`src/rtl/uart_pkg.sv`:
```
// uart_pkg: shared constants for the UART APB register front-end.
//   reg_idx_e   - APB word index (padd[4:2]) of each register
//   CTRL_*      - CTRL register bit positions
//   IRQ_*       - IRQ_STAT / IRQ_EN bit positions
//   ST_*        - STATUS register field offsets
//   RX_*_BIT    - error flag positions in the RXDATA read word
package uart_pkg;

  typedef enum logic [2:0] {
    REG_TXDATA   = 3'd0,
    REG_RXDATA   = 3'd1,
    REG_STATUS   = 3'd2,
    REG_CTRL     = 3'd3,
    REG_IRQ_STAT = 3'd4,
    REG_IRQ_EN   = 3'd5,
    REG_RSVD6    = 3'd6,
    REG_RSVD7    = 3'd7
  } reg_idx_e;

  localparam int unsigned CTRL_TX_EN    = 0;
  localparam int unsigned CTRL_RX_EN    = 1;
  localparam int unsigned CTRL_TX_FLUSH = 2;
  localparam int unsigned CTRL_RX_FLUSH = 3;

  localparam int unsigned IRQ_TX_EMPTY  = 0;
  localparam int unsigned IRQ_RX_THRESH = 1;
  localparam int unsigned IRQ_TX_OVF    = 2;
  localparam int unsigned IRQ_RX_OVR    = 3;
  localparam int unsigned IRQ_RX_ERR    = 4;
  localparam int unsigned IRQ_W         = 5;

  localparam int unsigned ST_TX_FULL  = 0;
  localparam int unsigned ST_TX_EMPTY = 1;
  localparam int unsigned ST_RX_FULL  = 2;
  localparam int unsigned ST_RX_EMPTY = 3;
  localparam int unsigned ST_TX_COUNT = 8;
  localparam int unsigned ST_RX_COUNT = 16;

  localparam int unsigned RX_PAR_BIT = 16;
  localparam int unsigned RX_FRM_BIT = 17;

endpackage

```
`src/rtl/uart_sync_fifo.sv`:
```
// uart_sync_fifo: single-clock FIFO with flush.
//   clk, rst       - clock, asynchronous active-low reset
//   push, wdata    - write request and data
//   pop            - read request; rdata is the current head (first-word fall-through)
//   flush          - empties the FIFO on this edge, overriding push/pop
//   full, empty    - status flags
//   count          - number of stored entries (0..DEPTH)
module uart_sync_fifo #(
  parameter int unsigned W     = 8,
  parameter int unsigned DEPTH = 16
) (
  input  logic                     clk,
  input  logic                     rst,
  input  logic                     push,
  input  logic                     pop,
  input  logic                     flush,
  input  logic [W-1:0]             wdata,
  output logic [W-1:0]             rdata,
  output logic                     full,
  output logic                     empty,
  output logic [$clog2(DEPTH):0]   count
);

  localparam int unsigned AW = $clog2(DEPTH);

  logic [W-1:0] mem [DEPTH];
  logic [AW:0]  wr_ptr;
  logic [AW:0]  rd_ptr;
  logic         do_push;
  logic         do_pop;

  // A push into a full FIFO is still accepted when the head leaves the same cycle.
  assign do_pop  = pop & ~empty;
  assign do_push = push & (~full | do_pop);

  always_ff @(posedge clk or negedge rst) begin
    if (!rst) begin
      wr_ptr <= '0;
      rd_ptr <= '0;
    end else if (flush) begin
      wr_ptr <= '0;
      rd_ptr <= '0;
    end else begin
      if (do_push) wr_ptr <= wr_ptr + {{AW{1'b0}}, 1'b1};
      if (do_pop)  rd_ptr <= rd_ptr + {{AW{1'b0}}, 1'b1};
    end
  end

  always_ff @(posedge clk) begin
    if (do_push && !flush) mem[wr_ptr[AW-1:0]] <= wdata;
  end

  assign rdata = mem[rd_ptr[AW-1:0]];
  assign count = wr_ptr - rd_ptr;
  assign empty = (wr_ptr == rd_ptr);
  assign full  = count[AW];

endmodule

```
`src/rtl/uart_apb_fifo_slave.sv`:
```
// uart_apb_fifo_slave: APB register front-end for a UART with TX and RX FIFOs.
//   clk, rst                 - clock, asynchronous active-low reset
//   padd/pdata/psel/pen/pwr  - APB request (word index padd[4:2])
//   PSTRB                    - write byte strobes
//   prdata/PREADY/PSLVERR    - APB response (zero wait states)
//   txStart/txData/txAck     - TX FIFO head offered to the tx engine; txAck pops it
//   rxValid/rxData           - received character pushed into the RX FIFO
//   rxParErr/rxFrmErr        - error flags stored with the received character
//   irq                      - level interrupt, |(IRQ_STAT & IRQ_EN)
module uart_apb_fifo_slave
  import uart_pkg::*;
#(
  parameter int unsigned DATA_W    = 8,
  parameter int unsigned TX_DEPTH  = 16,
  parameter int unsigned RX_DEPTH  = 16,
  parameter int unsigned RX_THRESH = 8
) (
  input  logic              clk,
  input  logic              rst,
  input  logic [31:0]       padd,
  input  logic [31:0]       pdata,
  input  logic              psel,
  input  logic              pen,
  input  logic              pwr,
  input  logic [3:0]        PSTRB,
  output logic [31:0]       prdata,
  output logic              PREADY,
  output logic              PSLVERR,
  output logic              txStart,
  output logic [DATA_W-1:0] txData,
  input  logic              txAck,
  input  logic              rxValid,
  input  logic [DATA_W-1:0] rxData,
  input  logic              rxParErr,
  input  logic              rxFrmErr,
  output logic              irq
);

  localparam int unsigned TXC = $clog2(TX_DEPTH) + 1;
  localparam int unsigned RXC = $clog2(RX_DEPTH) + 1;

  reg_idx_e          idx;
  logic              access, illegal, rd_ok, wr_ok;
  logic [1:0]        ctrl_q;
  logic [IRQ_W-1:0]  irq_en_q, irq_stat;
  logic              ovf_q, ovr_q, err_q;
  logic              ctrl_wr, stat_wr;
  logic              tx_push, tx_pop, tx_flush, tx_full, tx_empty;
  logic              rx_push, rx_pop, rx_flush, rx_full, rx_empty;
  logic [TXC-1:0]    tx_count;
  logic [RXC-1:0]    rx_count;
  logic [DATA_W+1:0] rx_head;
  logic              tx_strb_ok;

  assign idx    = reg_idx_e'(padd[4:2]);
  assign access = psel & pen;

  always_comb begin
    illegal = 1'b0;
    case (idx)
      REG_RSVD6, REG_RSVD7:   illegal = 1'b1;
      REG_TXDATA:             illegal = ~pwr;
      REG_RXDATA, REG_STATUS: illegal = pwr;
      default:                illegal = 1'b0;
    endcase
  end

  assign rd_ok   = access & ~illegal & ~pwr;
  assign wr_ok   = access & ~illegal & pwr;
  assign PREADY  = access & rst;
  assign PSLVERR = access & illegal & rst;

  // A 9-bit character spans two byte lanes, so both strobes are needed.
  assign tx_strb_ok = PSTRB[0] & (PSTRB[1] | (DATA_W <= 8));
  assign tx_push    = wr_ok & (idx == REG_TXDATA) & tx_strb_ok;
  assign tx_pop     = txAck & txStart;
  assign ctrl_wr    = wr_ok & (idx == REG_CTRL) & PSTRB[0];
  assign stat_wr    = wr_ok & (idx == REG_IRQ_STAT) & PSTRB[0];
  assign tx_flush   = ctrl_wr & pdata[CTRL_TX_FLUSH];
  assign rx_flush   = ctrl_wr & pdata[CTRL_RX_FLUSH];
  assign rx_push    = rxValid & ctrl_q[CTRL_RX_EN];
  assign rx_pop     = rd_ok & (idx == REG_RXDATA) & ~rx_empty;

  uart_sync_fifo #(.W(DATA_W), .DEPTH(TX_DEPTH)) u_tx_fifo (
    .clk(clk), .rst(rst), .push(tx_push), .pop(tx_pop), .flush(tx_flush),
    .wdata(pdata[DATA_W-1:0]), .rdata(txData),
    .full(tx_full), .empty(tx_empty), .count(tx_count)
  );

  uart_sync_fifo #(.W(DATA_W + 2), .DEPTH(RX_DEPTH)) u_rx_fifo (
    .clk(clk), .rst(rst), .push(rx_push), .pop(rx_pop), .flush(rx_flush),
    .wdata({rxFrmErr, rxParErr, rxData}), .rdata(rx_head),
    .full(rx_full), .empty(rx_empty), .count(rx_count)
  );

  assign txStart = ctrl_q[CTRL_TX_EN] & ~tx_empty;

  // Sticky flags: a same-cycle event beats the W1C clear.
  always_ff @(posedge clk or negedge rst) begin
    if (!rst) begin
      ctrl_q   <= '0;
      irq_en_q <= '0;
      ovf_q    <= 1'b0;
      ovr_q    <= 1'b0;
      err_q    <= 1'b0;
    end else begin
      if (ctrl_wr) ctrl_q <= pdata[1:0];
      if (wr_ok && idx == REG_IRQ_EN && PSTRB[0]) irq_en_q <= pdata[IRQ_W-1:0];
      ovf_q <= (ovf_q & ~(stat_wr & pdata[IRQ_TX_OVF]))
             | (tx_push & tx_full & ~tx_pop);
      ovr_q <= (ovr_q & ~(stat_wr & pdata[IRQ_RX_OVR]))
             | (rx_push & rx_full & ~rx_pop);
      err_q <= (err_q & ~(stat_wr & pdata[IRQ_RX_ERR]))
             | (rx_push & (~rx_full | rx_pop) & (rxParErr | rxFrmErr));
    end
  end

  // tx_empty only counts as an interrupt source while the transmitter is
  // enabled, so IRQ_STAT reads back 0 straight out of reset.
  always_comb begin
    irq_stat                = '0;
    irq_stat[IRQ_TX_EMPTY]  = ctrl_q[CTRL_TX_EN] & tx_empty;
    irq_stat[IRQ_RX_THRESH] = (32'(rx_count) >= RX_THRESH);
    irq_stat[IRQ_TX_OVF]    = ovf_q;
    irq_stat[IRQ_RX_OVR]    = ovr_q;
    irq_stat[IRQ_RX_ERR]    = err_q;
  end

  assign irq = |(irq_stat & irq_en_q);

  always_comb begin
    prdata = '0;
    if (rd_ok && rst) begin
      case (idx)
        REG_RXDATA: begin
          if (!rx_empty) begin
            prdata[DATA_W-1:0] = rx_head[DATA_W-1:0];
            prdata[RX_PAR_BIT] = rx_head[DATA_W];
            prdata[RX_FRM_BIT] = rx_head[DATA_W+1];
          end
        end
        REG_STATUS: begin
          prdata[ST_TX_FULL]        = tx_full;
          prdata[ST_TX_EMPTY]       = tx_empty;
          prdata[ST_RX_FULL]        = rx_full;
          prdata[ST_RX_EMPTY]       = rx_empty;
          prdata[ST_TX_COUNT +: 8]  = 8'(tx_count);
          prdata[ST_RX_COUNT +: 8]  = 8'(rx_count);
        end
        REG_CTRL:     prdata[1:0]       = ctrl_q;
        REG_IRQ_STAT: prdata[IRQ_W-1:0] = irq_stat;
        REG_IRQ_EN:   prdata[IRQ_W-1:0] = irq_en_q;
        default:      prdata = '0;
      endcase
    end
  end

endmodule

```
`config.mk`:
```
export PLATFORM = sky130hd
export DESIGN_NAME = uart_apb_fifo_slave
export DESIGN_NICKNAME = d
export VERILOG_FILES = /design/src/rtl/uart_pkg.sv /design/src/rtl/uart_sync_fifo.sv /design/src/rtl/uart_apb_fifo_slave.sv
export SDC_FILE = /design/constraint.sdc
export NUM_CORES = 1
export LEC_CHECK = 0
export CAP_MARGIN = 0
export CORE_ASPECT_RATIO = 1.25
export CORE_MARGIN = 2
export CORE_UTILIZATION = 60
export DETAILED_ROUTE_END_ITERATION = 8
export GPL_TIMING_DRIVEN = 0
export PLACE_DENSITY = 0.9
export SYNTH_ARGS = -nofsm -noshare
export SYNTH_HDL_FRONTEND = slang
export SYNTH_SLANG_ARGS = --single-unit
```
`constraint.sdc`:
```
create_clock -name clk -period 5.5 [get_ports clk]
set_clock_uncertainty 0.15 [all_clocks]
set_input_delay 1.1 -clock clk [delete_from_list [all_inputs] [get_ports clk]]
set_output_delay 1.1 -clock clk [all_outputs]
set_load 0.01 [all_outputs]
```
==> results.md, run 1 <==
* Status: finished, final reports clean
* Worst slew pin tran at 867.5 ps
* Placer Congestion at between 0.8 and 0.9
* Register area at about 9400 um2
* Crit Path Max Fanout at 10
* Clk slew on worst S/H paths at about 70 ps
* Area occupied by multi-input gates at between 3000 and 4000 um2
* CTS Hold Bufs at 0
* Max-slew headroom at 0.4199
* Ys Warns at 0
* Total of fill cells in the finished design at 1388
* Critical-path top delay cell: or4_1
* Final setup vio count at 0
* CTS Buffer Depth at 3
* Synth Instances at between 800 and 900
* Main flop type after synthesis: edfxtp_1
* Die area at 24100 um2
* CTS root buf: clkbuf_16
* Setup Crit Path Kind: reg -> out
* Hold Crit Class: in -> async
* Worst Path Arrival at ~4200 ps
* Pre-CTS WS at 217.2 ps
* R2R depth at 11
* I/O pins at about 130
* Worst reg2reg path startpoint: u_tx_fifo.rd_ptr[2]$_DFFE_PN0P_
* First drt pass iteration count at 5
* R2R Setup Slk at between 1000 and 1500 ps
* Vias in the first global route at 7991
* Post-DP HPWL at just over 20000 um
* Worst Setup Start Kind: flop
* Number of diodes at 0
* Max Cap Viol at 0
* Worst skew pair latency at 550 ps
* Peak supply drop at 0.0003794 V
* Most frequent cells after synthesis: edfxtp_1, nand2_1, mux4_2
* Drt via density at about 6.5
* CTS H-tree lvls at 1
* DR WL/cell at roughly 25 um
* Total GRT Usage at 0.2575
* Worst setup endpoint: prdata[2]
* Crit end category: primary output
* Clk sink count at between 300 and 400
* Syn_area_per_cell at 16.83 um2
* First-pass GRT wire length at ~47000 um
* Worst Path Required at ~4300 ps
* Routed Antenna Nets at 0
* CTS Buf Count at 30
* Area grow syn2layout at 14.66%
* Pins Over Slew Limit at 0
* Post-synth top area cell: edfxtp_1
* Final #Nets at approximately 1.0k
* LEAKAGE at 0.005406 uW
* Mapped cell area at ~14000 um2
* Synth top area share at 0.6304
* Initial DRC count at around 770
* RSZ-0062 raised after global routing: false
* CP cell instances: clkbuf_2 > inv_1 > clkbuf_1 > ha_1 > nand2_1 > o311ai_2 > or4_1 > a31oi_1 > clkdlybuf4s50_1
* Largest net degree at the start of global routing at 32
* Die W at around 140 um
* Final TNS setup at 0 ps
* Starting Density at 0.6135
* Max incr delay on CP at 610 ps
* Cell variety after synth at between 60 and 70
* Layout cells sized above 1 at 0.1847
* Pwr/cell area at between 400 and 500 nW/um2
* Vias at a little under 8k
* CP Launch Point: u_rx_fifo.rd_ptr[1]$_DFFE_PN0P_
* # rows at approximately 60
* Global route overflow at 0
* Number of synthesized flops with an enable pin at 288
* FMAX at between 150 and 200 MHz
* Drc violations at 0
* Crit path time final at about 5400 ps
* CTS tree: yes
* CORE AREA at 22360 um2
* IO buf count at 56
* Tcrit/Tclk final at 0.9867
* Height of the die at ~170 um
* Post-synth ARST share at 0.09434
* Antenna violations before repair at 0
* Register area share after synthesis at 0.6851
* Top-count cell post-synth: edfxtp_1
* Number of synthesized register bits at between 300 and 400
* Reg2Reg Capture Point: u_tx_fifo.mem[7][4]$_DFFE_PP_
* Setup WS post-layout at roughly 73 ps
* Hold Vio Cnt, Final at 0
* Largest cells by area after synthesis: edfxtp_1, mux4_2, dfrtp_1, nand2_1, ha_1
* Total Wirelength at 31200 um
## worst min-delay path by stage
stage                                       start                 endpoint  slack [ps]  depth (start not counted)
final                                         rst    ctrl_q[0]$_DFFE_PN0N_         380                          1
after global routing                          rst    ctrl_q[0]$_DFFE_PN0N_         390                          1
after CTS                 irq_en_q[1]$_DFFE_PN0P_  irq_en_q[1]$_DFFE_PN0P_         380                          1
after detailed placement  irq_en_q[1]$_DFFE_PN0P_  irq_en_q[1]$_DFFE_PN0P_         370                          1
after global placement    irq_en_q[1]$_DFFE_PN0P_  irq_en_q[1]$_DFFE_PN0P_         370                          1
after floorplan                   err_q$_DFF_PN0_          err_q$_DFF_PN0_         340                          1
## layout by cell type (no fill, tap or decap), drive strengths merged, types with 6 or more instances in the layout
master         synthesis  layout
nand4                  7       7
and3                  24      24
clkdlybuf4s50          0      55
nand2                 85      85
nor3                  13      13
edfxtp               288     288
inv                   16      17
dfrtp                 30      30
xor2                   8       8
mux2i                 13      13
a211oi                 6       6
a21oi                 22      22
nand3                 10      10
o21ai                 12      12
nor2                  35      35
clkbuf                24      61
and4b                 10      10
a31oi                  9       9
ha                    18      18
clkinv                 2      13
xnor2                  9       9
mux4                  73      73
conb                   1      14
buf                   33      36
and4                  12      12
mux2                   6       6
## critical path: cells and delay by family, from the launching register on
| kind | cells | cell delay (ps) |
|---|---|---|
| flip-flops | 1 | 430 |
| AO/OA/AOI/OAI | 2 | 470 |
| AND/OR/NAND/NOR | 2 | 750 |
| adder cells (fa/ha/maj) | 1 | 370 |
| buffers and inverters | 4 | 1600 |
## what timing repair did
item                       in CTS  in global routing
setup endpoints to repair       1                  5
pin swaps                       0                  0
setup buffers                   0                  3
gates resized for setup         1                  3
## layout make-up
cell class / count / share of cell area
Clock buffer: 37 / 0.05075
Inverter: 18 / 0.004295
Multi-Input combinational cell: 435 / 0.2538
Sequential cell: 318 / 0.5975
Tap cell: 283 / 0.02251
Buffer: 56 / 0.01989
Clock inverter: 19 / 0.01432
Timing Repair Buffer: 59 / 0.03691
## flip-flops by register name, summed over array words and instances (netlist names)
signal	count
u_rx_fifo.mem	160
ovf_q	1
u_tx_fifo.rd_ptr	5
u_tx_fifo.mem	128
u_tx_fifo.wr_ptr	5
irq_en_q	5
err_q	1
ctrl_q	2
ovr_q	1
u_rx_fifo.rd_ptr	5
u_rx_fifo.wr_ptr	5
## power breakdown
part	internal, uW	switching (uW)	total, uW
logic	760	880	1640
registers	2700	72.9	2770
clock network	1260	869	2130
total	4720	1820	6550
## through the flow
step | utilization | cells | area [um2] | hold slack (ps) | power [uW]
6_report | 0.7034 | 1225 | 15730 | 376.7 | 6547
5_1_grt | 0.7034 | 1225 | 15730 | 394.5 | 6783
2_1_floorplan | - | 828 | 13770 | 336.4 | 3891
3_3_place_gp | 0.6566 | 1167 | 14680 | 365.1 | 4351
3_5_place_dp | 0.6564 | 1167 | 14680 | 368.5 | 4399
4_1_cts | 0.7020 | 1222 | 15700 | 381.8 | 6523
## per-layer routing
layer | vias up | track usage | wire (um) | part of all wire
met5 | - | 0 | 0 | 0
met4 | 0 | 0.1216 | 1401 | 0.045
met3 | 102 | 0.03019 | 2308 | 0.074
met2 | 417 | 0.4522 | 16580 | 0.53
met1 | 4018 | 0.3211 | 10910 | 0.35
li1 | 3400 | - | - | -
## cell families after synthesis
kind of cell / after synthesis / share of synthesized area
DFF: 318 / 0.6851
and+or+nand+nor: 216 / 0.08153
muxes: 92 / 0.1342
AOI/OAI and AO/OA: 76 / 0.03922
buffers and inverters: 75 / 0.02782
adders and majority gates: 20 / 0.01933
xor gates and xnor gates: 17 / 0.01249
other: 1 / 0.0002733
No activity file was read; power rests on OpenSTA's default activity.
==> run 2, diff against run 1 <==
--- a/config.mk
+++ b/config.mk
@@ -10,7 +10,6 @@
 export CORE_MARGIN = 2
 export CORE_UTILIZATION = 60
 export DETAILED_ROUTE_END_ITERATION = 8
-export GPL_TIMING_DRIVEN = 0
 export PLACE_DENSITY = 0.9
 export SYNTH_ARGS = -nofsm -noshare
 export SYNTH_HDL_FRONTEND = slang
==> run 2 against run 1 <==
Effect of this change:
- sequential share of layout area increased by 1.3 points
- die area did not move
- via count fell by 3.7%
- worst setup slack improved by 230 ps
- hold slack improved by 15 ps
- critical path type unchanged
- critical endpoint is now prdata[0]
==> results.md, run 2 (synthesis gave the netlist of run 1 again) <==
* Tcrit/Tclk final at 0.9456
* Worst Path Required at 4250 ps
* CTS root buf: clkbuf_16
* Post-DP HPWL at a little under 20000 um
* Area occupied by multi-input gates at around 4000 um2
* FMAX at 192.3 MHz
* Setup Crit Path Kind: reg -> out
* CTS Buf Count at 28
* Height of the die at 173.1 um
* Total Wirelength at 30600 um
* IO buf count at just under 60
* Hold Vio Cnt, Final at 0
* Routed wl met3 at between 2000 and 2500 um
* I/O pins at 129
* Crit Path Max Fanout at 10
* Pins Over Slew Limit at 0
* Number of diodes at 0
* Die area at between 20000 and 25000 um2
* Final #Nets at 977
* NetSw at between 1500 and 2000 uW
* Max reg flops at 160
* Global route overflow at 0
* DR top layer: met4
* Clock share of power at 0.310
* RSZ-0062 raised after global routing: false
* Crit end category: primary output
* Final TNS setup at 0 ps
* Clk slew on worst S/H paths at around 60 ps
* Design internal power at 4516 uW
* M1 WL at ~11000 um
* Critical-path top delay cell: dfrtp_1
* Crit path time final at 5201 ps
* CTS H-tree lvls at 1
* Post-CTS sizing at 0
* Register area at between 9000 and 10000 um2
* Pwr/cell area at 408.3 nW/um2
* Reg power frac at 0.445
* Max incr delay on CP at 650 ps
* Peak supply drop at 0.0004114 V
* Drt via density at 6.508
* Most frequent cells in the layout: edfxtp_1, nand2_1, mux4_2
* Routed Antenna Nets at 0
* Drc violations at 0
* LEAKAGE at between 0.005 and 0.006 uW
* Max Cap Viol at 0
* Total of fill cells in the finished design at 1374
* Layout cells sized above 1 at 0.1648
* Setup Buffers After CTS at 0
* Vias at roughly 7.6k
* First drt pass iteration count at 5
* Commonest non-fill, non-tap cell in the layout: edfxtp_1
* Max-slew headroom at 0.3016
* Status: finished, final reports clean
* Final setup vio count at 0
* Vias in the first global route at between 7k and 8k
* CTS tree: yes
* CP cell instances: clkinv_1 > ha_1 > nor2_1 > a21oi_1 > xor2_2 > a211oi_1 > o22ai_1 > clkdlybuf4s50_1
* Die W at 139.3 um
* CORE AREA at approximately 22000 um2
* Initial DRC count at between 700 and 800
* Worst skew pair latency at about 560 ps
* Total GRT Usage at 0.2556
* Hold Crit Class: reg -> reg
* Worst slew pin tran at between 1000 and 1500 ps
* DR WL/cell at about 26 um
* Placer Congestion at 0.8790
* Antenna violations before repair at 0
* Clk sink count at about 320
* Largest net degree at the start of global routing at 36
* Worst Setup Start Kind: flop
* Starting Density at 0.6135
* Area grow syn2layout at 12.18%
* Worst Path Arrival at 3950 ps
* Metal2 WL at 16300 um
* # rows at 61
* CTS Hold Bufs at 0
* Sw frac at 0.2813
* Post-route core utilization at 0.6882
* First-pass GRT wire length at roughly 47000 um
* CTS Buffer Depth at 3
* Logic gate share of total power at 0.245
[run 2: cell types whose count changed in the layout (fill, tap and decap cells not counted), moves of 3 or more]
cell             delta
buf_4               -5
buf_6               -4
clkdlybuf4s50_1     +3
buf_2              -12
clkbuf_1           -22
[run 2: metal layers]
metal,track usage,up-vias
li1,-,3304
met2,0.4473,418
met5,0,-
met4,0.1263,0
met1,0.3131,3817
met3,0.03572,108
[run 2: worst paths after layout]
path	from	to	slack [ps]	cells past startpoint
min in group asynchronous	rst	u_tx_fifo.rd_ptr[2]$_DFFE_PN0P_	900	2
hold reg to reg	irq_en_q[3]$_DFFE_PN0P_	irq_en_q[3]$_DFFE_PN0P_	390	1
setup / recovery	u_tx_fifo.rd_ptr[3]$_DFFE_PN0P_	prdata[0]	300	8
max in group asynchronous	rst	u_rx_fifo.rd_ptr[0]$_DFFE_PN0P_	3970	2
setup reg to reg	u_tx_fifo.rd_ptr[3]$_DFFE_PN0P_	u_tx_fifo.mem[0][7]$_DFFE_PP_	1390	7
hold / removal	irq_en_q[3]$_DFFE_PN0P_	irq_en_q[3]$_DFFE_PN0P_	390	1
[run 2: layout make-up]
class                           count  share of cell area
Timing Repair Buffer               71             0.04406
Tap cell                          283             0.02301
Multi-Input combinational cell    435              0.2591
Clock buffer                       35             0.04862
Clock inverter                     15            0.009919
Inverter                           18            0.004390
Sequential cell                   318              0.6109
[run 2: worst max-delay path: cells and delay by family (launching register included)]
kind	cells	cell delay (ps)
buffers and inverters	2	1030
AOI/OAI and AO/OA	3	710
DFF	1	650
adders and majority gates	1	480
xor gates and xnor gates	1	460
and+or+nand+nor	1	70
[run 2: per-stage QoR]
stage	std cells	total power [uW]	hold WS, ps	worst slack, ps	cell area, um2
CTS	1175	6299	389.8	335.6	15390
floorplan	828	3891	336.4	1657	13770
detailed placement	1125	4361	374.0	382.2	14490
finish	1175	6283	391.3	299.0	15390
global route	1175	6514	409.5	152.5	15390
global placement	1125	4296	362.8	436.6	14490
[run 2: power by group through the flow]
stage	sequential, uW	clock [uW]	combinational [uW]
after floorplan	2790	0	1100
after global placement	2840	0	1460
after detailed placement	2840	0	1520
after CTS	2800	1960	1540
after global routing	2810	2060	1650
final	2800	1950	1540
